`config.mk`:
```
export PLATFORM = sky130hd
export DESIGN_NAME = lcd_hex_frame_ctrl
export DESIGN_NICKNAME = d
export VERILOG_FILES = /design/src/rtl/lcd_hex_frame_ctrl.sv
export SDC_FILE = /design/constraint.sdc
export NUM_CORES = 1
export LEC_CHECK = 0
export ABC_AREA = 0
export ABC_CLOCK_PERIOD_IN_PS = 7400
export BUFFER_PORTS_ARGS = -buffer_cell sky130_fd_sc_hd__buf_2
export CORE_AREA = 2 2 195 197
export CTS_CLUSTER_SIZE = 30
export DETAILED_ROUTE_END_ITERATION = 8
export DIE_AREA = 0 0 197 199
export PLACE_DENSITY_LB_ADDON = 0.12
export SLEW_MARGIN = 20
export SYNTH_ARGS = -nofsm -noshare
export SYNTH_HDL_FRONTEND = slang
export SYNTH_SLANG_ARGS = --single-unit
```
`constraint.sdc`:
```
create_clock -name iCLK_50MHZ -period 7.4 [get_ports iCLK_50MHZ]
set_clock_uncertainty 0.1 [all_clocks]
set_input_delay 0 -clock iCLK_50MHZ [delete_from_list [all_inputs] [get_ports iCLK_50MHZ]]
set_output_delay 0 -clock iCLK_50MHZ [all_outputs]
set_load 0.1 [all_outputs]
```
`src/rtl/lcd_hex_frame_ctrl.sv`:
```
// ---------------------------------------------------------------------------
// lcd_hex_frame_ctrl
//
// HD44780 character-LCD controller with a ROWS x COLS character frame buffer.
// The CPU side drops hex fields into the frame at any (row, col). The
// controller runs the panel power-up/init sequence itself. After that it
// streams the whole frame to the panel each time the frame changes.
//
// Parameters
//   ROWS          display lines (1..4), line bases 0x00, 0x40, 0x14, 0x54
//   COLS          characters per line (1..20)
//   POWERUP_CYC   wait after reset before the first command
//   E_PULSE_CYC   LCD_E high time in clock cycles
//   CHAR_WAIT_CYC wait after each command/character byte
//   CLR_WAIT_CYC  wait after the clear-display command (0x01)
//
// Ports
//   iCLK_50MHZ  clock
//   iRST_N      asynchronous active-low reset
//   iWR         write request, taken when iWR && oREADY
//   iROW        target line (rows >= ROWS are accepted but discarded)
//   iCOL        column of the most significant digit
//   iVAL        value to render in hex
//   iNDIG       number of hex digits (0 is treated as 1, >8 as 8)
//   oREADY      high when a write can be accepted
//   oINIT_DONE  high once the panel init sequence has completed
//   LCD_ON, LCD_BLON, LCD_RW   static panel controls (1, 1, 0)
//   LCD_RS      0 = command byte, 1 = character byte
//   LCD_E       enable strobe
//   LCD_DATA    8-bit panel data bus
//
// Build option
//   LCD_AUTO_REFRESH_EN  when defined, the frame is redrawn continuously and
//                        the dirty flag is ignored. When undefined, a redraw
//                        runs only after the frame has changed.
// ---------------------------------------------------------------------------
module lcd_hex_frame_ctrl #(
    parameter int ROWS          = 2,
    parameter int COLS          = 16,
    parameter int POWERUP_CYC   = 750000,
    parameter int E_PULSE_CYC   = 16,
    parameter int CHAR_WAIT_CYC = 2500,
    parameter int CLR_WAIT_CYC  = 100000
) (
    input  logic                  iCLK_50MHZ,
    input  logic                  iRST_N,
    input  logic                  iWR,
    input  logic [$clog2(ROWS):0] iROW,
    input  logic [4:0]            iCOL,
    input  logic [31:0]           iVAL,
    input  logic [3:0]            iNDIG,
    output logic                  oREADY,
    output logic                  oINIT_DONE,
    output logic                  LCD_ON,
    output logic                  LCD_BLON,
    output logic                  LCD_RW,
    output logic                  LCD_RS,
    output logic                  LCD_E,
    output logic [7:0]            LCD_DATA
);

    // Width of the external row port, and the index widths of the frame buffer.
    localparam int RIW = $clog2(ROWS) + 1;
    localparam int RW  = (ROWS > 1) ? $clog2(ROWS) : 1;
    localparam int CW  = (COLS > 1) ? $clog2(COLS) : 1;
    localparam int LR  = ROWS - 1;
    localparam int LC  = COLS - 1;

    localparam logic [RIW-1:0] ROWS_L   = ROWS[RIW-1:0];
    localparam logic [5:0]     COLS_L   = COLS[5:0];
    localparam logic [RW-1:0]  LAST_ROW = LR[RW-1:0];
    localparam logic [CW-1:0]  LAST_COL = LC[CW-1:0];

    localparam logic [31:0] PWR_LAST = POWERUP_CYC - 1;
    localparam logic [31:0] E_LAST   = E_PULSE_CYC - 1;
    localparam logic [31:0] CHR_LAST = CHAR_WAIT_CYC - 1;
    localparam logic [31:0] CLR_LAST = CLR_WAIT_CYC - 1;

    typedef enum logic [2:0] {
        ST_PWRUP,
        ST_INIT,
        ST_IDLE,
        ST_ADDR,
        ST_CHAR
    } state_t;

    typedef enum logic [1:0] {
        PH_SETUP,
        PH_PULSE,
        PH_WAIT
    } phase_t;

    // Nibble to uppercase ASCII hex digit.
    function automatic logic [7:0] hexAscii(input logic [3:0] n);
        if (n < 4'd10) begin
            return 8'h30 + {4'h0, n};
        end
        return 8'h37 + {4'h0, n};
    endfunction

    // DDRAM base address of each display line.
    function automatic logic [7:0] lineBase(input logic [1:0] r);
        case (r)
            2'd0:    return 8'h00;
            2'd1:    return 8'h40;
            2'd2:    return 8'h14;
            default: return 8'h54;
        endcase
    endfunction

    // Power-on command list: function set, display on, clear, entry mode.
    function automatic logic [7:0] initCmd(input logic [1:0] idx);
        case (idx)
            2'd0:    return 8'h38;
            2'd1:    return 8'h0C;
            2'd2:    return 8'h01;
            default: return 8'h06;
        endcase
    endfunction

    // ------------------------------------------------------------------
    // Write path state
    // ------------------------------------------------------------------
    logic [7:0]    frame_q [ROWS][COLS];
    logic          wrBusy_q;
    logic          ready_q;
    logic          wrRowOk_q;
    logic [RW-1:0] wrRow_q;
    logic [5:0]    wrCol_q;
    logic [31:0]   wrVal_q;
    logic [3:0]    wrN_q;
    logic [3:0]    wrIdx_q;

    logic [3:0]    ndig_d;
    logic [31:0]   valAligned_d;
    logic          wrAccept_d;
    logic          wrLast_d;
    logic          wrHit_d;
    logic [7:0]    wrChar_d;

    // Clamp the digit count. Left-align the value so the most significant
    // digit to render sits in bits [31:28]. The write path then shifts left
    // by one nibble per cycle. The column counter is 6 bits wide, so a field
    // that starts near column 31 runs off the end and is dropped. It does
    // not wrap back to column 0.
    always_comb begin
        ndig_d = iNDIG;
        if (iNDIG == 4'd0) begin
            ndig_d = 4'd1;
        end else if (iNDIG > 4'd8) begin
            ndig_d = 4'd8;
        end
        valAligned_d = iVAL << {4'd8 - ndig_d, 2'b00};
        wrAccept_d   = iWR && ready_q;
        wrLast_d     = wrBusy_q && (wrIdx_q == wrN_q - 4'd1);
        wrHit_d      = wrBusy_q && wrRowOk_q && (wrCol_q < COLS_L);
        wrChar_d     = hexAscii(wrVal_q[31:28]);
    end

    // Field writer: latch the request, then commit one digit per cycle
    // into the frame buffer. oREADY is low while digits are being committed.
    always_ff @(posedge iCLK_50MHZ or negedge iRST_N) begin
        if (!iRST_N) begin
            for (int r = 0; r < ROWS; r++) begin
                for (int c = 0; c < COLS; c++) begin
                    frame_q[r][c] <= 8'h20;
                end
            end
            wrBusy_q  <= 1'b0;
            ready_q   <= 1'b1;
            wrRowOk_q <= 1'b0;
            wrRow_q   <= '0;
            wrCol_q   <= '0;
            wrVal_q   <= '0;
            wrN_q     <= 4'd1;
            wrIdx_q   <= '0;
        end else if (wrAccept_d) begin
            wrBusy_q  <= 1'b1;
            ready_q   <= 1'b0;
            wrRowOk_q <= (iROW < ROWS_L);
            wrRow_q   <= iROW[RW-1:0];
            wrCol_q   <= {1'b0, iCOL};
            wrVal_q   <= valAligned_d;
            wrN_q     <= ndig_d;
            wrIdx_q   <= '0;
        end else if (wrBusy_q) begin
            if (wrHit_d) begin
                frame_q[wrRow_q][wrCol_q[CW-1:0]] <= wrChar_d;
            end
            wrVal_q <= {wrVal_q[27:0], 4'h0};
            wrCol_q <= wrCol_q + 6'd1;
            wrIdx_q <= wrIdx_q + 4'd1;
            if (wrLast_d) begin
                wrBusy_q <= 1'b0;
                ready_q  <= 1'b1;
            end
        end
    end

    // ------------------------------------------------------------------
    // Panel sequencer
    // ------------------------------------------------------------------
    state_t        state_q;
    phase_t        phase_q;
    logic [31:0]   cnt_q;
    logic [1:0]    initIdx_q;
    logic [RW-1:0] row_q;
    logic [CW-1:0] col_q;
    logic          dirty_q;
    logic          initDone_q;
    logic          lcdE_q;
    logic          lcdRs_q;
    logic [7:0]    lcdData_q;

    logic [31:0]   waitLast_d;
    logic [RW-1:0] rowInc_d;
    logic [CW-1:0] colInc_d;
    logic          idleGo_d;

    // The clear command needs the long wait. Every other byte uses the
    // short one.
    always_comb begin
        waitLast_d = CHR_LAST;
        if (!lcdRs_q && (lcdData_q == 8'h01)) begin
            waitLast_d = CLR_LAST;
        end
        rowInc_d = row_q + 1'b1;
        colInc_d = col_q + 1'b1;
`ifdef LCD_AUTO_REFRESH_EN
        idleGo_d = 1'b1;
`else
        idleGo_d = dirty_q;
`endif
    end

    // Main sequencer. Each byte transfer has three phases: a setup cycle
    // with E low, E_PULSE_CYC cycles with E high, and a wait with E low.
    // RS and DATA are held through all three phases. They change only at
    // the edge that starts the next byte. Characters are read from the frame
    // at that edge, so a field being written is never seen half-updated.
    // A digit committed during a refresh sets dirty again. The set is placed
    // after the clear in IDLE, so it wins when both happen on the same edge.
    always_ff @(posedge iCLK_50MHZ or negedge iRST_N) begin
        if (!iRST_N) begin
            state_q    <= ST_PWRUP;
            phase_q    <= PH_SETUP;
            cnt_q      <= '0;
            initIdx_q  <= '0;
            row_q      <= '0;
            col_q      <= '0;
            dirty_q    <= 1'b1;
            initDone_q <= 1'b0;
            lcdE_q     <= 1'b0;
            lcdRs_q    <= 1'b0;
            lcdData_q  <= 8'h00;
        end else begin
            case (state_q)
                ST_PWRUP: begin
                    if (cnt_q == PWR_LAST) begin
                        cnt_q     <= '0;
                        state_q   <= ST_INIT;
                        phase_q   <= PH_SETUP;
                        initIdx_q <= 2'd0;
                        lcdRs_q   <= 1'b0;
                        lcdData_q <= initCmd(2'd0);
                    end else begin
                        cnt_q <= cnt_q + 32'd1;
                    end
                end
                ST_IDLE: begin
                    lcdE_q <= 1'b0;
                    if (idleGo_d) begin
                        dirty_q   <= 1'b0;
                        row_q     <= '0;
                        col_q     <= '0;
                        cnt_q     <= '0;
                        state_q   <= ST_ADDR;
                        phase_q   <= PH_SETUP;
                        lcdRs_q   <= 1'b0;
                        lcdData_q <= 8'h80 | lineBase(2'd0);
                    end
                end
                default: begin
                    case (phase_q)
                        PH_SETUP: begin
                            lcdE_q  <= 1'b1;
                            cnt_q   <= '0;
                            phase_q <= PH_PULSE;
                        end
                        PH_PULSE: begin
                            if (cnt_q == E_LAST) begin
                                lcdE_q  <= 1'b0;
                                cnt_q   <= '0;
                                phase_q <= PH_WAIT;
                            end else begin
                                cnt_q <= cnt_q + 32'd1;
                            end
                        end
                        default: begin
                            if (cnt_q == waitLast_d) begin
                                cnt_q   <= '0;
                                phase_q <= PH_SETUP;
                                case (state_q)
                                    ST_INIT: begin
                                        if (initIdx_q == 2'd3) begin
                                            initDone_q <= 1'b1;
                                            state_q    <= ST_IDLE;
                                        end else begin
                                            initIdx_q <= initIdx_q + 2'd1;
                                            lcdData_q <= initCmd(initIdx_q + 2'd1);
                                        end
                                    end
                                    ST_ADDR: begin
                                        state_q   <= ST_CHAR;
                                        col_q     <= '0;
                                        lcdRs_q   <= 1'b1;
                                        lcdData_q <= frame_q[row_q][{CW{1'b0}}];
                                    end
                                    default: begin
                                        if (col_q != LAST_COL) begin
                                            col_q     <= colInc_d;
                                            lcdData_q <= frame_q[row_q][colInc_d];
                                        end else if (row_q != LAST_ROW) begin
                                            row_q     <= rowInc_d;
                                            state_q   <= ST_ADDR;
                                            lcdRs_q   <= 1'b0;
                                            lcdData_q <= 8'h80 | lineBase(2'(rowInc_d));
                                        end else begin
                                            state_q <= ST_IDLE;
                                        end
                                    end
                                endcase
                            end else begin
                                cnt_q <= cnt_q + 32'd1;
                            end
                        end
                    endcase
                end
            endcase
            if (wrLast_d) begin
                dirty_q <= 1'b1;
            end
        end
    end

    assign oREADY     = ready_q;
    assign oINIT_DONE = initDone_q;
    assign LCD_ON     = 1'b1;
    assign LCD_BLON   = 1'b1;
    assign LCD_RW     = 1'b0;
    assign LCD_RS     = lcdRs_q;
    assign LCD_E      = lcdE_q;
    assign LCD_DATA   = lcdData_q;

endmodule
```
Word level (Yosys, flattened, before mapping)
Cells that the tools add are included.
{"block": "word_totals", "regBits": 362, "input_bits": 46}
{"block": "classes", "add_sub_neg": 10, "magnitude_cmp": 10, "eq_ne": 31, "shift": 1, "n_mux": 91, "bitwise": 10, "reduce_logical": 36}
{"operator": "2-to-1 mux 128 bit", "count": 4}
{"operator": "bitwise mux 256 bit", "count": 1}
{"operator": "2-to-1 mux 32 bit", "count": 6}
{"operator": "demux 128 bit (select 1 bit)", "count": 1}
{"operator": "one-hot mux 32 bit (2 select lines)", "count": 2}
{"operator": "2-to-1 mux 8 bit", "count": 12}
{"operator": "adder 32 x 1 -> 32 bit (second input constant)", "count": 1}
{"operator": "binary-select mux 8 bit (select 4 bit)", "count": 1}
{"operator": "demux 8 bit (select 4 bit)", "count": 1}
{"operator": "== test 32 x 20 -> 1 bit (second input constant)", "count": 1}
{"operator": "== test 32 bit", "count": 1}
{"operator": "== test 32 x 4 -> 1 bit (second input constant)", "count": 1}
{"operator": "2-to-1 mux 4 bit", "count": 8}
{"operator": "one-hot mux 8 bit (2 select lines)", "count": 2}
{"operator": "<< shifter 32 x 6 -> 32 bit", "count": 1}
{"operator": "AND reduction 6 bit", "count": 5}
{"operator": "2-to-1 mux 1 bit", "count": 22}
{"operator": "2-to-1 mux 3 bit", "count": 6}
{"operator": "one-hot mux 6 bit (3 select lines)", "count": 1}
{"operator": "2-to-1 mux 17 bit", "count": 1}
{"operator": "2-to-1 mux 2 bit", "count": 8}
{"operator": "one-hot mux 4 bit (2 select lines)", "count": 2}
{"operator": "adder 6 x 4 -> 7 bit (first input constant)", "count": 2}
{"operator": "one-hot mux 7 bit (2 select lines)", "count": 1}
{"operator": "51 further kinds", "count": 98}

Longest topological paths before layout
{"block": "depth", "word_depth": 12, "mapped_depth": 14, "depth_no_buf": 10}

Worst setup path after synthesis
Ideal clock, no wire load.
{"block": "synth_timing", "kind": "input port to flip-flop", "startpoint": "in iNDIG[1]", "endpoint": "reg wrVal_q[18]", "setup_time_ns": 0.136, "arrival_ns": 2.608, "path_slack_ns": 4.555, "stages": 13, "path_cell_list": "nor2_1 nor2_1 nor2_1 inv_2 buf_1 clkbuf_1 ha_1 clkbuf_1 clkbuf_1 clkbuf_1 a211oi_1 a311oi_1 a21oi_1"}
{"block": "synth_via", "elab_chain_len": 6}
{"element": "start, declared", "line": "51", "rtl": "input logic [3:0] iNDIG,"}
{"element": "greater-than comparator 4 bit", "line": "150", "rtl": "end else if (iNDIG > 4'd8) begin"}
{"element": "2-to-1 mux 4 bit", "line": "150"}
{"element": "2-to-1 mux 4 bit *", "line": "148", "rtl": "if (iNDIG == 4'd0) begin"}
{"element": "subtractor 4 bit *", "line": "153", "rtl": "valAligned_d = iVAL << {4'd8 - ndig_d, 2'b00};"}
{"element": "<< shifter 32 x 6 -> 32 bit *", "line": "153"}
{"element": "2-to-1 mux 32 bit *", "line": "177", "rtl": "end else if (wrAccept_d) begin"}
{"element": "end signal, assigned", "line": "183", "rtl": "wrVal_q <= valAligned_d;"}
{"element": "end signal, assigned", "line": "190", "rtl": "wrVal_q <= {wrVal_q[27:0], 4'h0};"}
{"element": "end, declared", "line": "130", "rtl": "logic [31:0] wrVal_q;"}
Mark *: on every way between the ends. The rest lies on a longest branch, timed or not.
A chain may end at the register's enable or synchronous reset.

Final worst setup path
{"block": "layout_timing", "startpoint": "in iNDIG[1]", "endpoint": "reg wrVal_q[29]"}
The elaborated chain is that of the path after synthesis.

==> impl_metrics.toml <==
[clocking]
path_clk_slew_ps = 60
cts.path.max_buffers = 3
numCtsBuffers = 38
postCtsSetupRepairBufs = 0
h-tree-depth = 2
cts_tree = "done"
cts_root_buf = "clkbuf_16"
cts_sinks = 330
clock_latency_ps = 530

[floorplan]
dieArea_sq_mm = 0.0392
num_rows = 71
die-height_um = 199
initial_core_util_pct = 44.2
die_x_um = 197
top_level_ports = 61
core_area_sq_mm = 0.0371

[placement]
io_buffers = 57
dp_hpwl_um = 27500
placed_cells = 2010
place_congestion = 0.844

[yosys]
ys_ff_latch = 330
ys_seq_area_share_pct = 50.6
synth_top_area_share_pct = 45.0
synth-main-ff-cell = "dfrtp_1"
synth.top_cells.by_count = "dfrtp_1 (295), nand2_1 (231), o21ai_0 (156)"
async_flop_share_pct = 100
synth.area.top_cells = "dfrtp_1 (45%), mux4_2 (7.7%), dfstp_2 (5.6%)"
synth_most_common_cell = "dfrtp_1"
synth_edf_count = 0
yosysTopAreaCell = "dfrtp_1"
yosysUniqueCellTypes = 61
ys_warn_count = 0
syn_inst = 1577
avgSynthCellArea_sq_um = 10.4
synthesis.area_sq_mm = 0.0164

[global_route]
antenna_found_initial = 0
grtUsageMet3_pct = 3.53
grt_pass1_wl_um = 67500
track_usage_pct = 22.1
grt_max_degree = 135
top_usage_layer = "met2"
gr-usage-met2_pct = 34.8
groute.layer.met1.usage_pct = 31.8
overflow = 0
grt_pass1_vias = 11900

[routing]
drt_pass1_iterations = 6
ant_nets = 0
drt_iter0_markers = 764
vias = 11800
vias_per_cell = 5.53
drt-total-wl_um = 41700
wire_per_inst_um = 19.5
route.detailed.drc = 0

[finish]
regArea_sq_mm = 0.00831
nets = 1696
num-fill-cells = 3378
area_growth_pct = 15.2
drive_gt1_share_pct = 19.6
finalNonFillerCells = 2140
antennaDiodeCount = 0
multiInputGateArea_sq_mm = 0.00759

[timing]
setup_violations = 0
max_freq_mhz = 248
hold_viol_final = 0
rsz0062_at_grt = "no"
period_needed_ps = 4040
timing.hold.ws_ps = 19.4
worst_pin_slew_ps = 997
drv_slew = 0
fin_tns_setup_ps = 0
fin_crit_sh_pct = 54.5
slew_headroom_pct = 33.0

[pwr]
p_leak_nw = 8.45
p_per_area_mw_per_mm2 = 327
ir_drop_uv = 204

[critical_path]
worstSetupPathType = "input pin to register"
crit_required_ps = 7680
critPathTopFamily = "buffers and inverters"
start_kind = "input pin"
regToRegEndpoint = "LCD_DATA[3]$_DFFE_PN0P_"
ff2ff_path_depth = 6
worstPathMaxFanout = 43
path_buf_inv = 6
r2r-start = "row_q$_DFFE_PN0P_"
cp_cell_sequence = "dlygate4sd3_1 > buf_2 > nor2_1 > nor2_1 > nor2_1 > inv_2 > ha_1 > buf_4 > nand3b_1 > dlygate4sd3_1 > a311oi_1 > dlygate4sd3_1 > a21oi_1"
arrival_ps = 4320
endpoint_kind = "register"
max_stage_delay_ps = 600
reg2reg_slack_ps = 3720
critical-path-slowest-cell = "dlygate4sd3_1"

[hold_path]
hold_depth = 6
min_from = "iVAL[12]"
holdPathEnd = "wrVal_q[24]$_DFFE_PN0P_"
hold_class = "input pin to register"

[job]
maxCapViolCount = 0

[status]
outcome = "finished clean"
## power by group
part | leakage, nW | switching [W] | internal [W]
logic | 3.44 | 0.000960 | 0.000664
clock network | 0.648 | 0.000763 | 0.00116
registers | 4.36 | 0.000308 | 0.00233
total | 8.45 | 0.00203 | 0.00415
## worst max path at each step
stage                       from                       to  slack (ps)  cells past startpoint
6_report                iNDIG[1]  wrVal_q[29]$_DFFE_PN0P_        3360                     13
3_3_place_gp   row_q$_DFFE_PN0P_  LCD_DATA[3]$_DFFE_PN0P_        3730                      6
2_1_floorplan           iNDIG[1]  wrVal_q[18]$_DFFE_PN0P_        4560                     13
3_5_place_dp   row_q$_DFFE_PN0P_  LCD_DATA[3]$_DFFE_PN0P_        3700                      6
5_1_grt                 iNDIG[1]  wrVal_q[22]$_DFFE_PN0P_        3100                     13
4_1_cts                 iNDIG[1]  wrVal_q[29]$_DFFE_PN0P_        3490                     13
## layout by cell type (no fill, tap or decap), types with 12 or more instances in the layout
cell type      synthesis  final
dfrtp_1              295    292
nand2_1              231    231
o21ai_0              156    156
nor2_1               137    137
a21oi_1               92     89
mux2_2                74     74
mux2i_1               68     68
dlygate4sd3_1          0     58
mux4_2                56     56
buf_2                 10     56
clkbuf_16              0     41
dfstp_2               35     35
nor3_1                28     28
nand3_1               24     24
inv_1                 23     23
xnor2_1               23     22
xor2_1                19     17
nor2b_1               16     16
o22ai_1               16     16
buf_4                  8     16
a211oi_1              15     15
ha_1                  14     14
and3_1                13     13
a31oi_1               12     12
clkinv_2               0     12
## cell type report
class | count | share of cell area, %
clock buffers | 54 | 6.11
flip-flops and latches | 330 | 43.9
repair buffers | 134 | 5.54
inverters | 24 | 0.476
multi-input cells | 1108 | 40.1
well taps | 474 | 3.14
clock inverters | 16 | 0.721
## kinds of logic after synthesis
group	share of synthesized area, %
and+or+nand+nor	13.9
DFF	50.6
other	0.0457
adders and majority gates	1.07
xor gates and xnor gates	2.24
buffers and inverters	3.47
muxes	16.9
AOI/OAI and AO/OA	11.8
## repair_timing
| action | CTS | global route |
|---|---|---|
| hold buffers | 59 | 0 |
| endpoints found under the hold margin | 123 | 0 |
| resized for setup | 0 | 0 |
## flip-flops by register name, indices dropped and copies added, names as in the netlist, 2 cells and up
register	count
LCD_DATA	8
cnt_q	32
col_q	4
frame_q	224
initIdx_q	2
phase_q	2
state_q	3
wrCol_q	6
wrIdx_q	4
wrN_q	4
wrVal_q	32
## worst reg2reg max path: cells and delay by family (launching register included)
kind            cells  cell delay [ps]
mux                 4             1720
flops               1              840
compound gates      1              230
buf+inv             1              690
## layer usage
metal / wire (um) / vias to the layer above
li1: - / 5693
met1: 19600 / 5853
met2: 19200 / 224
met3: 1850 / 63
met4: 1020 / 0
met5: 0 / -
## metrics by stage
step | power [W] | utilization, % | cell area [sq um] | worst slack, ps
6_report | 0.00618 | 50.9 | 18900 | 3360
3_5_place_dp | 0.00423 | 45.8 | 17000 | 3700
5_1_grt | 0.00655 | 50.9 | 18900 | 3100
4_1_cts | 0.00623 | 50.9 | 18900 | 3490
3_3_place_gp | 0.00419 | 45.8 | 17000 | 3730
2_1_floorplan | 0.00368 | - | 16400 | 4560
Note: power is estimated with default switching activity, not from simulation.
